### src/rtl/dshot_frame_tx.sv
// -----------------------------------------------------------------------------
// dshot_frame_tx
//
// DShot frame serializer placed directly downstream of the baudrate tick
// generator. A frame request latches an 11-bit throttle value and a telemetry
// bit, appends a 4-bit CRC, and shifts the resulting 16-bit word out MSB first.
// Each bit is shaped into a single ESC pulse from the generator's phase outputs.
// The frame is followed by GAP_BITS bit periods of idle level, after which the
// block returns to ready.
//
// Handshake: start/ready follow valid/ready semantics. A request is accepted
// on a rising clk_in edge where start=1 and ready=1. ready is high only in IDLE.
// A start seen while busy is dropped and is not queued.
//
// Parameters
//   GAP_BITS   idle bit periods appended after bit 0 (1..15)
//   INVERTED   1 = bidirectional DShot: idle-high, line and CRC inverted
//
// Ports
//   clk_in      in   system clock, shared with the baudrate generator
//   reset       in   synchronous, active-high
//   start       in   frame request
//   throttle    in   [10:0] throttle/command value, sampled at accept
//   telem       in   telemetry request bit, sampled at accept
//   ready       out  1 while IDLE
//   baud_en     out  enable for the baudrate generator
//   bit_tick    in   generator clk_out: 1-cycle pulse on the last cycle of a bit
//   half_in     in   generator half_clk_out phase
//   quarter_in  in   generator quarter_clk_out phase
//   dshot_out   out  registered line output to the ESC
//   frame_done  out  1-cycle pulse on the cycle the gap ends
//   state_dbg   out  [1:0] current FSM state (0=IDLE, 1=SEND, 2=GAP)
// -----------------------------------------------------------------------------
module dshot_frame_tx #(
    parameter int GAP_BITS = 4,
    parameter bit INVERTED = 1'b0
) (
    input  logic        clk_in,
    input  logic        reset,
    input  logic        start,
    input  logic [10:0] throttle,
    input  logic        telem,
    output logic        ready,
    output logic        baud_en,
    input  logic        bit_tick,
    input  logic        half_in,
    input  logic        quarter_in,
    output logic        dshot_out,
    output logic        frame_done,
    output logic [1:0]  state_dbg
);

    typedef enum logic [1:0] {
        IDLE = 2'd0,
        SEND = 2'd1,
        GAP  = 2'd2
    } state_t;

    localparam logic [3:0] GAP_LAST = 4'(GAP_BITS - 1);
    localparam logic       IDLE_LVL = INVERTED;

    state_t      state_q, state_d;
    logic [15:0] shift_q, shift_d;
    logic [3:0]  bitcnt_q, bitcnt_d;
    logic [3:0]  gapcnt_q, gapcnt_d;
    logic        dshot_q, dshot_d;

    // Frame word built combinationally from the live inputs so it can be
    // loaded into the shift register on the accept edge.
    logic [11:0] payload;
    logic [3:0]  crc_raw;
    logic [3:0]  crc;
    logic [15:0] frame_word;

    assign payload    = {throttle, telem};
    assign crc_raw    = payload[3:0] ^ payload[7:4] ^ payload[11:8];
    assign crc        = INVERTED ? ~crc_raw : crc_raw;
    assign frame_word = {payload, crc};

    // Pulse shaping for the current bit. A '1' stays high except when both
    // phases are set (last quarter); a '0' is high only while neither phase
    // is set (early part of the bit).
    logic cur_bit;
    logic pulse_high;

    assign cur_bit    = shift_q[15];
    assign pulse_high = cur_bit ? !(half_in & quarter_in)
                                : (!half_in & !quarter_in);

    always_comb begin
        state_d    = state_q;
        shift_d    = shift_q;
        bitcnt_d   = bitcnt_q;
        gapcnt_d   = gapcnt_q;
        dshot_d    = IDLE_LVL;
        ready      = 1'b0;
        baud_en    = 1'b0;
        frame_done = 1'b0;

        case (state_q)
            IDLE: begin
                ready = 1'b1;
                if (start) begin
                    state_d  = SEND;
                    shift_d  = frame_word;
                    bitcnt_d = 4'd15;
                    gapcnt_d = 4'd0;
                end
            end

            SEND: begin
                baud_en = 1'b1;
                dshot_d = pulse_high ^ IDLE_LVL;
                if (bit_tick) begin
                    shift_d = {shift_q[14:0], 1'b0};
                    if (bitcnt_q == 4'd0) begin
                        state_d  = GAP;
                        gapcnt_d = GAP_LAST;
                    end else begin
                        bitcnt_d = bitcnt_q - 4'd1;
                    end
                end
            end

            GAP: begin
                baud_en = 1'b1;
                if (bit_tick) begin
                    if (gapcnt_q == 4'd0) begin
                        // baud_en drops with the state change on the next edge
                        state_d    = IDLE;
                        frame_done = 1'b1;
                    end else begin
                        gapcnt_d = gapcnt_q - 4'd1;
                    end
                end
            end

            default: begin
                state_d = IDLE;
            end
        endcase
    end

    always_ff @(posedge clk_in) begin
        if (reset) begin
            state_q  <= IDLE;
            shift_q  <= 16'd0;
            bitcnt_q <= 4'd0;
            gapcnt_q <= 4'd0;
            dshot_q  <= IDLE_LVL;
        end else begin
            state_q  <= state_d;
            shift_q  <= shift_d;
            bitcnt_q <= bitcnt_d;
            gapcnt_q <= gapcnt_d;
            dshot_q  <= dshot_d;
        end
    end

    assign dshot_out = dshot_q;
    assign state_dbg = state_q;

endmodule

### config.mk
export PLATFORM = sky130hd
export DESIGN_NAME = dshot_frame_tx
export DESIGN_NICKNAME = d
export VERILOG_FILES = /design/src/rtl/dshot_frame_tx.sv
export SDC_FILE = /design/constraint.sdc
export NUM_CORES = 1
export LEC_CHECK = 0
export BUFFER_PORTS_ARGS = -buffer_cell sky130_fd_sc_hd__buf_2
export CAP_MARGIN = 30
export CELL_PAD_IN_SITES_DETAIL_PLACEMENT = 1
export CELL_PAD_IN_SITES_GLOBAL_PLACEMENT = 1
export CORE_UTILIZATION = 47
export CTS_BUF_LIST = sky130_fd_sc_hd__clkbuf_2 sky130_fd_sc_hd__clkbuf_4 sky130_fd_sc_hd__clkbuf_8
export DETAILED_ROUTE_END_ITERATION = 8
export PLACE_DENSITY = 0.95
export RECOVER_POWER = 50
export SETUP_SLACK_MARGIN = 0.4
export SLEW_MARGIN = 25
export SYNTH_ARGS = -nofsm -noshare
export SYNTH_HDL_FRONTEND = slang
export SYNTH_SLANG_ARGS = --single-unit
### constraint.sdc
create_clock -name clk_in -period 4.5 [get_ports clk_in]
set_input_delay 0.225 -clock clk_in [delete_from_list [all_inputs] [get_ports clk_in]]
set_output_delay 0.225 -clock clk_in [all_outputs]
set_load 0.05 [all_outputs]
==> impl_summary.md <==
Outcome
The run finished with clean final reports.

Synthesis
For this run, the leading register cell type out of synthesis is sky130_fd_sc_hd__dfxtp_1. The cell count after synthesis came out at 165. Sorting the synthesized cells by area gives the leading types as sky130_fd_sc_hd__dfxtp_1, sky130_fd_sc_hd__mux2i_1, sky130_fd_sc_hd__a211oi_1.

After synthesis, the mean cell area works out to a little over 9 µm². The number of enable-type register cells in the synthesized netlist is 0. The net count after synthesis is 190.

The sequential share of the synthesized area is 35.6%. The async set-reset flop share out of synthesis is 0%. The synthesis warning total is 0. The number of unique standard cell types used by synthesis is 39.

The cell with the most instances after synthesis is sky130_fd_sc_hd__dfxtp_1. The synthesized design contains 27 register bits. The mapped cell area is ~1500 µm². The commonest cells after synthesis are sky130_fd_sc_hd__dfxtp_1, sky130_fd_sc_hd__nor2_1, sky130_fd_sc_hd__mux2i_1. The largest total area in the synthesized netlist belongs to sky130_fd_sc_hd__dfxtp_1.

The fraction of post-synthesis cell area in the top cell type by area is 35.6%.

Clock network
The number of gates resized after CTS was 0. The TritonCTS sink count is 27. The post-cts hold buffer count is 0. The buffer depth of the longest clock path is 2.

Clock tree synthesis selected as its root buffer the cell sky130_fd_sc_hd__clkbuf_4. The total CTS buffers is 3. Clock-pin slew was measured on the worst setup and hold paths at 160 ps. The number of setup buffers added after CTS is 0.

The later-pin clock latency in the skew report is roughly 340 ps. The TritonCTS clock tree is built. In this run the number of H-tree levels came out at 1.

Worst setup path
The family of cells with the greatest summed delay on the critical path is adder cells. The data arrival time of the worst path is between 3000 and 4000 ps. The critical path's largest stage delay is 910 ps.

For flop-to-flop paths, the worst setup slack is approximately 1600 ps. Walking the worst path, the cells encountered are inv_1, ha_1, clkinv_1, o21ai_0, a211o_1, mux2i_1. The largest fanout on the critical path is 23. Counting both buffers and inverters, the worst setup path holds a total of 2.

The worst setup path is captured at a flip-flop. The worst register-to-register path ends at gapcnt_q[0]. The slowest stage of the critical path is the sky130_fd_sc_hd__ha_1 cell. The startpoint-to-endpoint class of the critical path is flip-flop to flip-flop.

The endpoint required time on the critical path is ~4800 ps. The startpoint identified for the worst register-to-register timing path is state_dbg[1]. For the worst flop-to-flop path, the logic depth is 6. The startpoint type of the worst setup path is a flip-flop.

Power and ir drop
The switching share of total power is 47.8%. The total power per unit cell area is 740 nW/µm². The highest ir drop seen on vdd is around 0.45 mV. The internal power consumption is 0.644 mW.

The share of total power dissipated in combinational logic is 58.2%. In this run the power spent charging and discharging nets is roughly 0.59 mW. For this design the static power due to leakage is 0.675 nW.

Sequential cells burn 32.7% of the power. Of the total power, the clock network draws 9.1%.

Layout
Compared with the post-synthesis result, the final layout area differs by 9.89%. The post-layout utilization of the core is ~55%. Cells with a size suffix above 1 make up 14.8% of the layout. 0 antenna diodes ended up in the layout. The layout net count is 209.

Worst hold path
The capture endpoint of the worst hold path is shift_q[11]. The startpoint of the most critical hold path is throttle[6]. Along the worst hold path, the cell count comes to 3.

The tightest min-delay check is of the input pin to flip-flop type.

Die
The effective utilization at floorplan is 49.7%. The count of pins on the block boundary is 24. The area of the core is roughly 3100 µm². The die extent in y is around 59 µm. The floorplan step defined a die boundary enclosing around 3500 µm².

The floorplan row count is 20. The width of the die is between 50 and 60 µm.

Timing
The max-slew violation count is 0. The final critical path takes up about 65% of the cycle. Setup repair after global routing left no endpoint under its margin. At the pin with the least slew margin, the transition time is 1120 ps. The final worst clock skew is 7.84 ps.

The number of endpoints with negative hold slack in the final report is 0. The shortest period the worst path allows is 2910 ps. The total negative slack is 0 ps. The worst pin sits at a relative slew slack of around 25%. Setup violations remaining at the end of the flow were counted as 0.

Timing would allow up to 0.344 GHz.

GRT
The maximum number of pins on one net before global-route repair is 36. The initial antenna violation count came to 0. For this run, the total global-route usage over all layers was measured as 24.2%. The first-pass GRT wire length is around 6300 µm. The overflow left after global routing is 0.

The via count of the first global-routing pass was 1361.

Placement
After legalization and detailed placement, the total HPWL measured 2830 µm. The count of buffers added on input and output ports is 23. The final estimated routing congestion in global placement is roughly 0.85.

Detailed routing
The routed layout has 1310 vias. The detailed-router iteration count before antenna repair is 6. The number of nets with antenna violations after detailed routing is 0. The number of design rule violations left after detail routing is 0. In this run, the number of DRC markers left after iteration 0 of detailed routing was 36. The average vias per placed instance is 5.77. The wire length reported by the detailed router is 3800 µm. After detailed routing, the average wire length per cell comes to 16.7 µm.

Flow run
The number of max-cap violations is 0.
worst max-delay path by stage:
stage,from,end,cells after the start,slack (ps)
2_1_floorplan,state_dbg[1],gapcnt_q[2],5,2150
3_3_place_gp,state_dbg[1],bitcnt_q[1],5,1900
3_5_place_dp,state_dbg[1],gapcnt_q[0],6,1670
4_1_cts,state_dbg[1],gapcnt_q[0],6,1620
5_1_grt,state_dbg[1],gapcnt_q[0],6,1320
6_report,state_dbg[1],gapcnt_q[0],6,1590
metrics by stage:
step	total power, mW	instance area, µm²	hold WS [ps]	worst slack, ps	std cells
after global placement	1.06	1650	474	1900	223
after floorplan	0.972	1520	418	2150	165
after global routing	1.32	1670	231	1320	227
final	1.23	1670	221	1590	227
after CTS	1.24	1680	221	1620	227
after detailed placement	1.13	1650	501	1670	223
cells in the final DEF (no fill, tap or decap), types with 2 or more instances in the layout:
cell type,instances
sky130_fd_sc_hd__a21oi_1,3
sky130_fd_sc_hd__nand2_1,6
sky130_fd_sc_hd__clkbuf_4,3
sky130_fd_sc_hd__o21ai_0,5
sky130_fd_sc_hd__a211oi_1,16
sky130_fd_sc_hd__buf_2,17
sky130_fd_sc_hd__clkbuf_1,6
sky130_fd_sc_hd__xnor2_1,6
sky130_fd_sc_hd__nor2_1,24
sky130_fd_sc_hd__dfxtp_1,27
sky130_fd_sc_hd__nor3_1,2
sky130_fd_sc_hd__inv_1,9
sky130_fd_sc_hd__nand2b_1,4
sky130_fd_sc_hd__mux2i_1,20
sky130_fd_sc_hd__a311oi_1,2
sky130_fd_sc_hd__ha_1,7
sky130_fd_sc_hd__or3_1,2
sky130_fd_sc_hd__nor3b_1,2
logic make-up (layout without fill, tap and decap cells):
| logic type | after synthesis | count (layout) | synth area share [%] |
|---|---|---|---|
| muxes | 21 | 21 | 14.2 |
| xor gates and xnor gates | 7 | 7 | 4.95 |
| adders and majority gates | 7 | 7 | 5.77 |
| AOI/OAI and AO/OA | 35 | 35 | 17.4 |
| DFF | 27 | 27 | 35.6 |
| buffers and inverters | 19 | 37 | 5.28 |
| and+or+nand+nor | 49 | 49 | 16.8 |
worst min-delay path: stages:
cell	delay, ps
sky130_fd_sc_hd__buf_2	120
sky130_fd_sc_hd__mux2i_1	120
sky130_fd_sc_hd__a211oi_1	80
per-layer routing:
metal  GRT usage (%)  up-vias  wire, µm
met1            31.7      632      1660
met2            40.4       30      1950
li1                -      635         -
met3            2.86       13       117
met4            9.52        0        77
met5               0        -         0
registers in the layout, summed over array words and instances (netlist names):
name and flops:
dshot_out 1, bitcnt_q 4, shift_q 16, state_dbg 2
gapcnt_q 4
area by class of cell:
| class | count | area, µm² |
|---|---|---|
| repair buffers | 23 | 108 |
| clock inverters | 1 | 7.51 |
| inverters | 10 | 37.5 |
| clock buffers | 3 | 22.5 |
| fillers | 390 | 1390 |
| flip-flops and latches | 27 | 541 |
| multi-input cells | 119 | 897 |
| well taps | 44 | 55.1 |
power groups by stage:
stage	sequential [mW]	clock, mW	combinational [mW]
after detailed placement	0.409	0	0.717
after global routing	0.414	0.120	0.783
after CTS	0.404	0.114	0.723
after global placement	0.397	0	0.663
after floorplan	0.413	0	0.559
final	0.404	0.113	0.718
Power figures use the tool's default switching activity.
